## config.mk

```make
export PLATFORM = sky130hd
export DESIGN_NAME = interrupt_ack_sequencer
export DESIGN_NICKNAME = d
export VERILOG_FILES = /design/src/rtl/interrupt_ack_sequencer.sv
export SDC_FILE = /design/constraint.sdc
export NUM_CORES = 1
export LEC_CHECK = 0
export ABC_AREA = 1
export ABC_CLOCK_PERIOD_IN_PS = 1500
export CORE_MARGIN = 2
export CORE_UTILIZATION = 45
export DETAILED_ROUTE_END_ITERATION = 16
export PLACE_DENSITY = 0.85
export SYNTH_ARGS = -nofsm -noshare
export SYNTH_HDL_FRONTEND = slang
export SYNTH_SLANG_ARGS = --single-unit
```

## constraint.sdc

```tcl
create_clock -name CLK -period 1.5 [get_ports CLK]
set_input_delay 0.3 -clock CLK [delete_from_list [all_inputs] [get_ports CLK]]
set_output_delay 0.3 -clock CLK [all_outputs]
set_load 0.1 [all_outputs]
```

## src/rtl/interrupt_ack_sequencer.sv

```systemverilog
// Interrupt acknowledge sequencer: raises INT, walks the two-pulse INTA cycle,
// drives the vector byte and issues one-hot ISR set/clear pulses to the priority stage.
module interrupt_ack_sequencer #(
  parameter logic AEOI_DEFAULT = 1'b0
) (
  input  logic       CLK,
  input  logic       RST,
  input  logic       req_valid,
  input  logic [2:0] req_level,
  input  logic       INTA_n,
  input  logic       icw2_we,
  input  logic [4:0] icw2_data,
  input  logic       aeoi_we,
  input  logic       aeoi_data,
  input  logic       eoi_cmd,
  output logic       INT,
  output logic [7:0] isr_set,
  output logic [7:0] isr_clr,
  output logic       vec_valid,
  output logic [7:0] vec_data,
  output logic       busy
);

  typedef enum logic [2:0] {
    IDLE     = 3'd0,
    REQ      = 3'd1,
    ACK1     = 3'd2,
    ACK2     = 3'd3,
    WAIT_EOI = 3'd4
  } state_t;

  state_t     state;
  state_t     state_next;
  logic       inta_q;
  logic       inta_fall;
  logic       inta_rise;
  logic [2:0] lvl;
  logic [2:0] lvl_next;
  logic [4:0] base;
  logic       aeoi;
  logic [7:0] isr_set_next;
  logic [7:0] isr_clr_next;
  logic [7:0] vec_data_next;

  assign inta_fall = inta_q & ~INTA_n;
  assign inta_rise = ~inta_q & INTA_n;

  assign INT       = (state == REQ);
  assign vec_valid = (state == ACK2);
  assign busy      = (state != IDLE);

  // History resets to 1 so a low INTA_n right after reset reads as a fall.
  always_ff @(posedge CLK) begin
    if (RST) begin
      state    <= IDLE;
      inta_q   <= 1'b1;
      lvl      <= 3'd0;
      base     <= 5'd0;
      aeoi     <= AEOI_DEFAULT;
      isr_set  <= 8'h00;
      isr_clr  <= 8'h00;
      vec_data <= 8'h00;
    end else begin
      state    <= state_next;
      inta_q   <= INTA_n;
      lvl      <= lvl_next;
      isr_set  <= isr_set_next;
      isr_clr  <= isr_clr_next;
      vec_data <= vec_data_next;
      if (icw2_we) base <= icw2_data;
      if (aeoi_we) aeoi <= aeoi_data;
    end
  end

  // The vector and AEOI decision read the registered base/aeoi, so a
  // coincident write only takes effect for the next interrupt.
  always_comb begin
    state_next    = state;
    lvl_next      = lvl;
    isr_set_next  = 8'h00;
    isr_clr_next  = 8'h00;
    vec_data_next = vec_data;
    case (state)
      IDLE: begin
        if (req_valid) state_next = REQ;
      end
      REQ: begin
        if (inta_fall) begin
          lvl_next     = req_valid ? req_level : 3'd7;
          isr_set_next = 8'd1 << lvl_next;
          state_next   = ACK1;
        end
      end
      ACK1: begin
        if (inta_fall) begin
          vec_data_next = {base, lvl};
          state_next    = ACK2;
        end
      end
      ACK2: begin
        if (inta_rise) begin
          if (aeoi) begin
            isr_clr_next = 8'd1 << lvl;
            state_next   = IDLE;
          end else begin
            state_next = WAIT_EOI;
          end
        end
      end
      WAIT_EOI: begin
        if (eoi_cmd) begin
          isr_clr_next = 8'd1 << lvl;
          state_next   = IDLE;
        end
      end
      default: state_next = IDLE;
    endcase
  end

endmodule
```

# After elaboration in Yosys (flattened, before gate mapping)
# Index checks and enable logic that the tools add are counted.
[totals] ff_bits=37 inputBits=16 output_inout_bits=27 wordCells=43
[op_classes] eq_ne=9 shifts=2 muxes=12 n_bitwise=6 reduce_logical=6
[op_table] operator="$mux W8" count=3
[op_table] operator="$mux W3" count=7
[op_table] operator="$pmux W8 S2" count=1
[op_table] operator="$shl A1 B3 Y8 const A" count=2
[op_table] operator="$pmux W3 S5" count=1
[op_table] operator="$eq A3 B2 Y1 const B" count=2
[op_table] operator="$ne A2 B2 Y1 const B" count=3
[op_table] operator="$reduce_and A5 Y1" count=1
[op_table] operator="$ne A2 B1 Y1 const B" count=2
[op_table] operator="$not A1 Y1" count=4
[op_table] operator="$reduce_and A2 Y1" count=2
[op_table] operator="$eq A3 B1 Y1 const B" count=1
[op_table] operator="$eq A3 B3 Y1 const B" count=1
[op_table] operator="$logic_not A3 Y1" count=1
[op_table] operator="$reduce_bool A3 Y1" count=1
[op_table] operator="$reduce_or A3 Y1" count=1
[op_table] operator="$and A1 B1 Y1" count=2

# Logic depth before layout (Yosys ltp)
# Gate-level depths: netlist of the first run.
[logic_depth] depth_word=4 mapped_depth=9 depth_no_buf=9

# Least setup slack after synthesis of the first run
# OpenSTA, ideal clock, no wires.
[synth_path] path_type="reg2reg" start="register state[2]" end="register isr_set[4]" setup_ns=0.078 arrival_time_ns=1.613 required_ns=1.422 path_slack_ns=-0.191 stages_incl_launch_ff=8 path_buffers=0 synth_period_minus_slack_ns=1.691 path_cell_list="dfxtp_1 > inv_1 > nand3_1 > inv_1 > nand2_2 > nor2_4 > o21ai_2 > nor3_1"
[synth_via] elab_chain_cells=3
[synth_rtl] item="start: declaration" line="32" source="state_t state;"
[synth_rtl] item="start signal: assignment" line="64" source="state <= state_next;"
[synth_rtl] item="$eq A3 B1 Y1"
[synth_rtl] item="net INT" line="16" source="output logic INT,"
[synth_rtl] item="$not A1 Y1 (no line)"
[synth_rtl] item="$reduce_or A3 Y1 (no line)"
[synth_rtl] item="end signal: assignment" line="67" source="isr_set <= isr_set_next;"
[synth_rtl] item="end: declaration" line="17" source="output logic [7:0] isr_set,"
# The timed path passes the listed nets, and every way through them passes these cells.
# A chain may end at the register's enable or synchronous reset.

# Worst setup path in the final report of the first run
[layout_path] start="register state[2]" end="output port INT"
[layout_via] elab_chain_cells=1
[layout_rtl] item="$eq A3 B1 Y1" line="48" source="assign INT = (state == REQ);"
[layout_rtl] item="end: declaration" line="16"
# No other way between the ends.

==> results of run 1 <==
==> layer usage <==
| layer | vias up | GRT usage [%] |
|---|---|---|
| met4 | 0 | 8.12 |
| met1 | 591 | 24.2 |
| met2 | 31 | 34.6 |
| met3 | 6 | 6.55 |
| li1 | 650 | - |
| met5 | - | 0 |
==> metrics by stage <==
step | total power (W) | instances | hold slack, ns
final | 0.00296 | 257 | 0.505
after global routing | 0.00308 | 257 | 0.528
after CTS | 0.00288 | 252 | 0.510
after detailed placement | 0.00211 | 242 | 0.484
after global placement | 0.00210 | 242 | 0.475
after floorplan | 0.00178 | 165 | 0.355
==> final cells by class <==
class / count / area (um^2) / share of cell area, %
inverter: 22 / 87.6 / 3.80
tap: 33 / 41.3 / 1.79
clock inverter: 2 / 36.3 / 1.58
timing repair buffer: 53 / 773 / 33.6
multi-input combinational: 104 / 561 / 24.3
sequential: 37 / 752 / 32.7
clock buffer: 6 / 51.3 / 2.23
==> worst max-delay path, delay by kind of cell (launching register included) <==
| kind | cells | cell delay, ns |
|---|---|---|
| flip-flops | 1 | 0.38 |
| buffers and inverters | 3 | 0.37 |
| AND/OR/NAND/NOR | 1 | 0.09 |
==> registers in the layout (all words and copies together), names as in the netlist <==
register	count
isr_clr	8
base	5
lvl	3
isr_set	8
aeoi	1
state	3
vec_data	8
inta_q	1
==> cells in the final DEF, fill, tap and decap left out, types with 5 or more instances in the layout <==
cell type,instances
nand2_1,11
nand3_1,8
buf_12,27
clkbuf_4,5
a21oi_1,5
dfxtp_1,34
clkdlybuf4s50_1,15
nor3_1,5
nor2_1,36
inv_1,17
o21ai_0,13
nand2_2,5
buf_4,11
==> what timing repair did <==
item,4_1_cts,5_1_grt
pin swaps,0,2
buffers inserted,2,5
endpoints found under the setup margin,3,3
resized for setup,2,2
hold endpoints to repair,0,0
==> report_power, final <==
part	switching, W	internal [W]
registers	0.0000880	0.00106
logic	0.000674	0.000412
clock network	0.000328	0.000397
total	0.00109	0.00187
==> cells by family after synthesis <==
logic type / after synthesis / share of synthesized area, %
AO/OA/AOI/OAI: 28 / 12.3
buffers and inverters: 24 / 7.23
flip-flops: 37 / 54.2
AND/OR/NAND/NOR: 76 / 26.3
==> final timing paths <==
| kind | start | end | slack, ns | cells past startpoint |
|---|---|---|---|---|
| max | state[2] | INT | 0.01 | 4 |
| min | aeoi_data | aeoi | 0.50 | 3 |
| max reg2reg | state[2] | isr_set[1] | 0.13 | 9 |
| min reg2reg | lvl[0] | isr_clr[1] | 0.51 | 2 |
==> summary.txt, run 1 <==
CTS
  – CTS Buffer Depth: 2
  – Htree depth: 2
  – Clock Sinks: 37
  – Clock latency on the worst-skew pair: 0.35 ns
  – TritonCTS Buffers: 5
  – Reg clk slew, reported paths: 0.11 ns
  – Clock tree root buffer cell: clkbuf_4
  – Cts hold-fix bufs: 0
  – CTS tree: built

Global route
  – Global-route wire length before repair: 5.29 mm
  – Initial antenna violation count: 0
  – Vias in the first global route: 1219
  – Pin count of the biggest net entering global routing: 16
  – Gr usage total: 20.5%
  – GRT Residual Overflow: 0

Power and ir drop
  – Power density cells: 1290 nW/um^2
  – Worst ir drop on vdd: 0.00115 V
  – Lkg Pwr: 0.946 nW

Timing
  – Hold Fails Final Rpt: 0
  – Minimum clock period after layout: 1.49 ns
  – Final Setup Violations: 0
  – Setup TNS: 0 ns
  – Max frequency: 672 MHz
  – Final Max Tran Viols: 0
  – Worst setup margin: 0.0110 ns
  – Rel. slew slack: 76.2%
  – Crit share post-route: 99.3%
  – Least-Margin Pin Slew: 0.357 ns
  – RSZ-0062 raised after global routing: yes
  – Final worst clock skew: 0.0101 ns

Cells and area
  – Share of cells above drive strength 1: 32.6%
  – Antenna Cells: 0
  – Fillers: 175
  – Design area: 2300 um^2
  – Area grow syn2layout: 68.3%
  – Core Util, Final: 77.3%
  – Total Nets Final: 239

Placement
  – DPL Wire Length: 2.31 mm
  – Port bufs: 42
  – Routability cong.: 0.905
  – Dpl ws: -0.0674 ns
  – Placed instance area: 2140 um^2

Drt
  – Final wirelength: 3.28 mm
  – Drt first pass iters: 4
  – # DRC: 0
  – DR WL met2: 1.75 mm
  – Max layer used: met4
  – Drt initial violations: 24
  – Met3 routed WL: 152 um
  – M1 WL: 1.34 mm
  – Vias/cell: 4.97
  – DR WL/cell: 12.8 um
  – Remaining antenna violation count: 0
  – Vias: 1278

Status
  – Status: finished clean

Yosys
  – Top-area cell type share of the netlist area: 54.2%
  – Synth area leaders: dfxtp_1 54%, nor2_1 9.9%, inv_1 5.2%
  – EDFF count, synth: 0
  – Cell taking the most area after synthesis: dfxtp_1
  – Top-count cell post-synth: dfxtp_1
  – Netlist cell types: 25
  – Avg Synthesized Cell Area: 8.29 um^2
  – Most instantiated cells after synthesis: 37 x dfxtp_1, 36 x nor2_1, 19 x inv_1, 14 x o21ai_0, 12 x nand2_1
  – Syn Inst Count: 165
  – Sequential fraction of the synthesis area: 54.2%
  – Post-Syn Nets: 181
  – Yosys warnings: 0
  – Synthesized area: 1370 um^2
  – Async set or reset register ratio after synthesis: 0%
  – Main flop type after synthesis: dfxtp_1
  – Number of synthesized register bits: 37

Floorplanning
  – Starting Density: 45.9%
  – Number of cell rows: 20
  – Full die area: 3500 um^2
  – Die Wd: 59.1 um
  – IO Pins: 43
  – Core area: 2980 um^2
  – Vert. Die Dim: 59.1 um

Setup path
  – CP cell instances: inv_1 -> nand3_4 -> clkinvlp_4 -> buf_12
  – Crit path max-delay cell type: dfxtp_4
  – Kind of critical path: reg2out
  – CP peak stage delay: 0.38 ns
  – CP endpoint kind: output pin
  – Worst-path fanout max: 4
  – CP Launch Type: flop
  – Crit path DAT: 1.19 ns
  – Critical Path RT: 1.20 ns

Flow run
  – Max Cap Viol: 0

Hold path
  – HP Class: in2reg
Note: power is estimated with default switching activity, not from simulation.
==> run 2, diff against run 1 <==
--- a/config.mk
+++ b/config.mk
@@ -8,7 +8,7 @@
 export ABC_AREA = 1
-export ABC_CLOCK_PERIOD_IN_PS = 1500
+export ABC_CLOCK_PERIOD_IN_PS = 1900
 export CORE_MARGIN = 2
-export CORE_UTILIZATION = 45
+export CORE_UTILIZATION = 48
 export DETAILED_ROUTE_END_ITERATION = 16
-export PLACE_DENSITY = 0.85
+export PLACE_DENSITY = 0.89
 export SYNTH_ARGS = -nofsm -noshare
==> constraint.sdc (replaced) <==
create_clock -name CLK -period 1.9 [get_ports CLK]
set_input_delay 0.285 -clock CLK [delete_from_list [all_inputs] [get_ports CLK]]
set_output_delay 0.285 -clock CLK [all_outputs]
set_load 0.1 [all_outputs]
==> run 2 against run 1 <==
  * Routed wire length shrank 15%
  * Total power is 28% lower
  * Via count decreased by 6.3%
  * Highest routed layer unchanged
  * Non-clock buffer count is 10 lower
  * Largest cell class is now registers
==> summary.txt, run 2 (synthesized netlist as in run 1, its figures left out) <==
Status
  – Status: finished clean

Floorplanning
  – Number of cell rows: 19 (-5.0%)
  – Full die area: 3290 um^2 (-5.8%)
  – Core area: 2730 um^2 (-8.2%)
  – Vert. Die Dim: 57.4 um (-3.0%)
  – Die Wd: 57.4 um (-3.0%)
  – Starting Density: 50.0% (+4.1 points)
  – IO Pins: 43 (unchanged)

Power and ir drop
  – Switching power: 0.000809 W (-26%)
  – Switching share of total power: 37.8% (+1.0 points)
  – Clock power frac: 25.7% (+1.2 points)
  – Lkg Pwr: 0.812 nW (-14%)
  – Worst ir drop on vdd: 0.00139 V (+21%)
  – Int Pwr: 0.00133 W (-29%)
  – Combinational share of power: 33.4% (-3.3 points)
  – Sequential Power Share: 40.9% (+2.1 points)
  – Power density cells: 1140 nW/um^2 (-11%)

Setup path
  – CP Launch Type: flop
  – Kind of critical path: reg2out
  – Worst r2r src: state[1]
  – CP cell instances: nor2_2 -> nand2_1 -> buf_12
  – CP startpoint: state[2]
  – Setup slack, reg-to-reg: 0.58 ns (+0.45 ns)
  – Worst Reg-to-Reg Cells: 7 (-2)
  – R2R Path End: isr_set[6]
  – Critical Path End: busy
  – Crit path DAT: 1.31 ns (+0.12 ns)
  – Crit path max-delay cell type: dfxtp_1
  – CP peak stage delay: 0.40 ns (+0.02 ns)
  – Critical Path RT: 1.62 ns (+0.42 ns)
  – Worst-path fanout max: 5 (+1)
  – CP endpoint kind: output pin

Cells and area
  – Antenna Cells: 0 (unchanged)
  – Commonest non-fill, non-tap cell in the layout: dfxtp_1
  – Total Nets Final: 229 (-4.2%)
  – Fillers: 215 (+23%)
  – Design area: 1870 um^2 (-19%)
  – Most frequent cells in the layout: 37 x dfxtp_1, 36 x nor2_1, 25 x buf_4, 19 x inv_1, 15 x clkdlybuf4s50_1
  – Final Non-Filler Cells: 245 (-4.7%)
  – Regs by FF count: isr_clr x8, isr_set x8, vec_data x8
  – Share of cells above drive strength 1: 26.2% (-6.4 points)
  – Area grow syn2layout: 37.0%

Drt
  – Drt first pass iters: 4 (unchanged)
  – Final wirelength: 2.79 mm (-15%)
  – DR WL met2: 1.38 mm (-21%)
  – Vias: 1197 (-6.3%)
  – Remaining antenna violation count: 0 (unchanged)
  – Drt initial violations: 26 (+8.3%)
  – Met3 routed WL: 183 um (+20%)
  – DR WL/cell: 11.4 um (-11%)
  – # DRC: 0 (unchanged)
  – Max layer used: met4
  – Vias/cell: 4.89 (-1.8%)
  – M1 WL: 1.17 mm (-13%)

Hold path
  – HP Class: in2reg
  – Worst hold start: aeoi_data

CTS
  – Post-CTS setup buffer count: 0 (-2)
  – Reg clk slew, reported paths: 0.12 ns (about the same)
  – Clock tree root buffer cell: clkbuf_4
  – Clock Sinks: 37 (unchanged)
  – TritonCTS Buffers: 5 (unchanged)
  – CTS tree: built
  – Cts hold-fix bufs: 0 (unchanged)
  – Htree depth: 2 (unchanged)
  – Clock latency on the worst-skew pair: 0.34 ns (about the same)
  – CTS Buffer Depth: 2 (unchanged)
  – Post-cts gate resize count: 0 (-2)

Placement
  – Dpl ws: 0.319 ns (+0.387 ns)
  – Routability cong.: 0.945 (+4.4%)
  – Placed instance area: 1790 um^2 (-16%)
  – DPL Wire Length: 2.13 mm (-7.8%)
  – Port bufs: 42 (unchanged)
  – Placed insts: 237 (-2.1%)

Timing
  – Worst setup margin: 0.305 ns (+0.294 ns)
  – Final worst clock skew: 0.0140 ns (+0.00392 ns)
  – Rel. slew slack: 77.7% (+1.5 points)
  – Crit share post-route: 83.9%
  – RSZ-0062 raised after global routing: no
  – Least-Margin Pin Slew: 0.333 ns (-0.0232 ns)
  – Hold Slack: 0.486 ns (-0.0188 ns)
  – Setup TNS: 0 ns (unchanged)
  – Hold Fails Final Rpt: 0 (unchanged)
  – Final Setup Violations: 0 (unchanged)
  – Max frequency: 627 MHz
  – Minimum clock period after layout: 1.59 ns
  – Final Max Tran Viols: 0 (unchanged)

Global route
  – Vias in the first global route: 1131 (-7.2%)
  – Initial antenna violation count: 0 (unchanged)
  – GRT Residual Overflow: 0 (unchanged)
  – Gr usage total: 19.2% (-1.3 points)
  – Global-route wire length before repair: 4.87 mm (-8.0%)
  – Pin count of the biggest net entering global routing: 16 (unchanged)

Flow run
  – Max Cap Viol: 0 (unchanged)
run 2: metal layers:
layer | vias to the layer above | GRT usage (%)
met2 | 42 | 31.7
met3 | 5 | 6.35
met1 | 522 | 22.3
met4 | 0 | 9.30
met5 | - | 0
li1 | 628 | -
run 2: worst min-delay path by stage:
| stage | endpoint | cells past startpoint |
|---|---|---|
| 2_1_floorplan | state[0] | 1 |
| 3_3_place_gp | base[3] | 2 |
| 3_5_place_dp | base[2] | 2 |
| 4_1_cts | aeoi | 3 |
| 5_1_grt | aeoi | 3 |
| 6_report | aeoi | 3 |
run 2: power groups by stage:
stage / logic, W / clock network (W) / registers [W]
after floorplan: 0.000418 / 0 / 0.000963
after global placement: 0.000698 / 0 / 0.000890
after detailed placement: 0.000712 / 0 / 0.000892
after CTS: 0.000714 / 0.000556 / 0.000875
after global routing: 0.000758 / 0.000596 / 0.000883
final: 0.000715 / 0.000550 / 0.000876
run 2: cell type report:
type                    instances  area, um^2  share of cell area (%)
inverters                      22        83.8                    4.48
repair buffers                 43         398                    21.2
clock inverters                 3        46.3                    2.47
clock buffers                   5        37.5                    2.00
multi-input cells             104         528                    28.2
well taps                      31        38.8                    2.07
flip-flops and latches         37         741                    39.5
run 2: critical path, delay by kind of cell (launching register included):
| family | cells | cell delay (ns) |
|---|---|---|
| buffers and inverters | 1 | 0.19 |
| flip-flops | 1 | 0.40 |
| AND/OR/NAND/NOR | 2 | 0.38 |
run 2: through the flow:
stage          total power (W)  utilization, %
4_1_cts                0.00215            68.5
3_3_place_gp           0.00159            65.4
2_1_floorplan          0.00138               -
3_5_place_dp           0.00160            65.4
6_report               0.00214            68.5
5_1_grt                0.00224            68.5
==> variant: new RTL, config.mk and constraints of run 1 <==
Put a register stage on the outputs `INT`, `vec_valid` and `busy`, without a reset. The values now appear one clock later. The other outputs are not delayed to match. Comments in the files are not updated.
--- a/src/rtl/interrupt_ack_sequencer.sv
+++ b/src/rtl/interrupt_ack_sequencer.sv
@@ -45,9 +45,11 @@
   assign inta_fall = inta_q & ~INTA_n;
   assign inta_rise = ~inta_q & INTA_n;
 
-  assign INT       = (state == REQ);
-  assign vec_valid = (state == ACK2);
-  assign busy      = (state != IDLE);
+  always_ff @(posedge CLK) begin
+    INT       <= (state == REQ);
+    vec_valid <= (state == ACK2);
+    busy      <= (state != IDLE);
+  end
 
   // History resets to 1 so a low INTA_n right after reset reads as a fall.
   always_ff @(posedge CLK) begin
Behaviour: not the same (a bounded check fails within 4 cycles, from zero or initial values and one cycle with RST high).
==> variant against run 1 <==
- cell area down 2.6%
- count of clock-buffer cells in the layout unchanged
- clock skew is 0.0049 ns lower
- synthesized cell count is 1.8% higher
- sequential share of layout area is 3.1 points higher
- sequential cell count up 3
- setup slack gained 0.21 ns
- critical path depth down 3
- power fell by 12%
- routed wire length is 9.2% lower
- sequential power rose by 8%
- synthesized area is 4.4% higher
- critical path type unchanged
- highest routed layer unchanged
==> variant: results (changes against run 1) <==
metric	value	unit	change
run_status	completed		
stdcell_count	263		+2.3%
p_int	1.67	mW	-11%
cp_max_fo	2		-2
viasPerCell	4.68		-6.0%
clock_latency	0.36	ns	
ys_top_cells_by_area	dfxtp_1, nor2_1, inv_1		
synth_nets	184		+1.7%
post_drt_wl_per_cell	11.3	µm	-11%
dp.cells	255		+5.4%
cts_resized	0		-2
r2r-end	vec_data[0]		
synthFlopType	dfxtp_1		
fin_nets	234		-2.1%
postSynthAreaPerCell	8.50	µm²	+2.5%
ys_top_cells_by_count	dfxtp_1, nor2_1, inv_1, o21ai_0, nand2_1		
r2r_setup_slack	0.25	ns	+0.12 ns
leakage	0.907	nW	-4.2%
max_slew_margin	77.1	%	+0.94 points
grt_pass1_wl	4870	µm	-8.0%
clk-power	562	µW	-22%
worstPathArrival	0.98	ns	-0.21 ns
fin_hold_ws	0.500	ns	-0.00514 ns
yosysSeqAreaShare	56.1	%	+1.9 points
irDropWorstVdd	744	µV	-35%
dpl_cell_area	2180	µm²	+1.8%
gp_congestion	0.843		-6.9%
slowest_stage	dfxtp_1		
post_cts.repair.setup_buffers	0		-2
grt_pass1_vias	1196		-1.9%
p_per_area	1170	nW/µm²	-9.2%
pg_seq	1.24	mW	+8%
drt-initial-drc-count	25		+4.2%
dpl.hpwl	2380	µm	+3.1%
grt.total_usage	18.8	%	-1.7 points
r2r.worst_path.cells	5		-4
top_regs	isr_clr: 8 flops, isr_set: 8 flops, vec_data: 8 flops		
drive_gt1_share	26.5	%	-6.1 points
cp_slowest_stage_delay	0.42	ns	+0.04 ns
## variant: cell count changes after synthesis, sizes merged
cell   before  now
dfxtp      37   40
## variant: how the worst max path moves through the flow
stage | slack [ns] | start | endpoint
global placement | -0.01 | INTA_n | vec_data[0]
global route | 0.12 | state[2] | state[2]
CTS | 0.20 | vec_data[1] | vec_data[1]
finish | 0.22 | vec_data[1] | vec_data[1]
detailed placement | -0.1 | INTA_n | vec_data[0]
floorplan | 0.18 | vec_data[0] | vec_data[0]
## variant: layout make-up
type	instances	area, µm²
Sequential cell	40	801
Fill cell	222	786
Timing Repair Buffer	45	713
Multi-Input combinational cell	104	528
Inverter	22	83.8
Tap cell	44	55.1
Clock buffer	6	51.3
Clock inverter	2	10.0
## variant: layer usage
metal	vias to the layer above	GRT usage (%)	share of wire, %
met5	-	0	0
met4	0	13.0	3.3
met3	9	6.93	6.8
met2	44	32.6	51
met1	542	18.5	39
li1	635	-	-
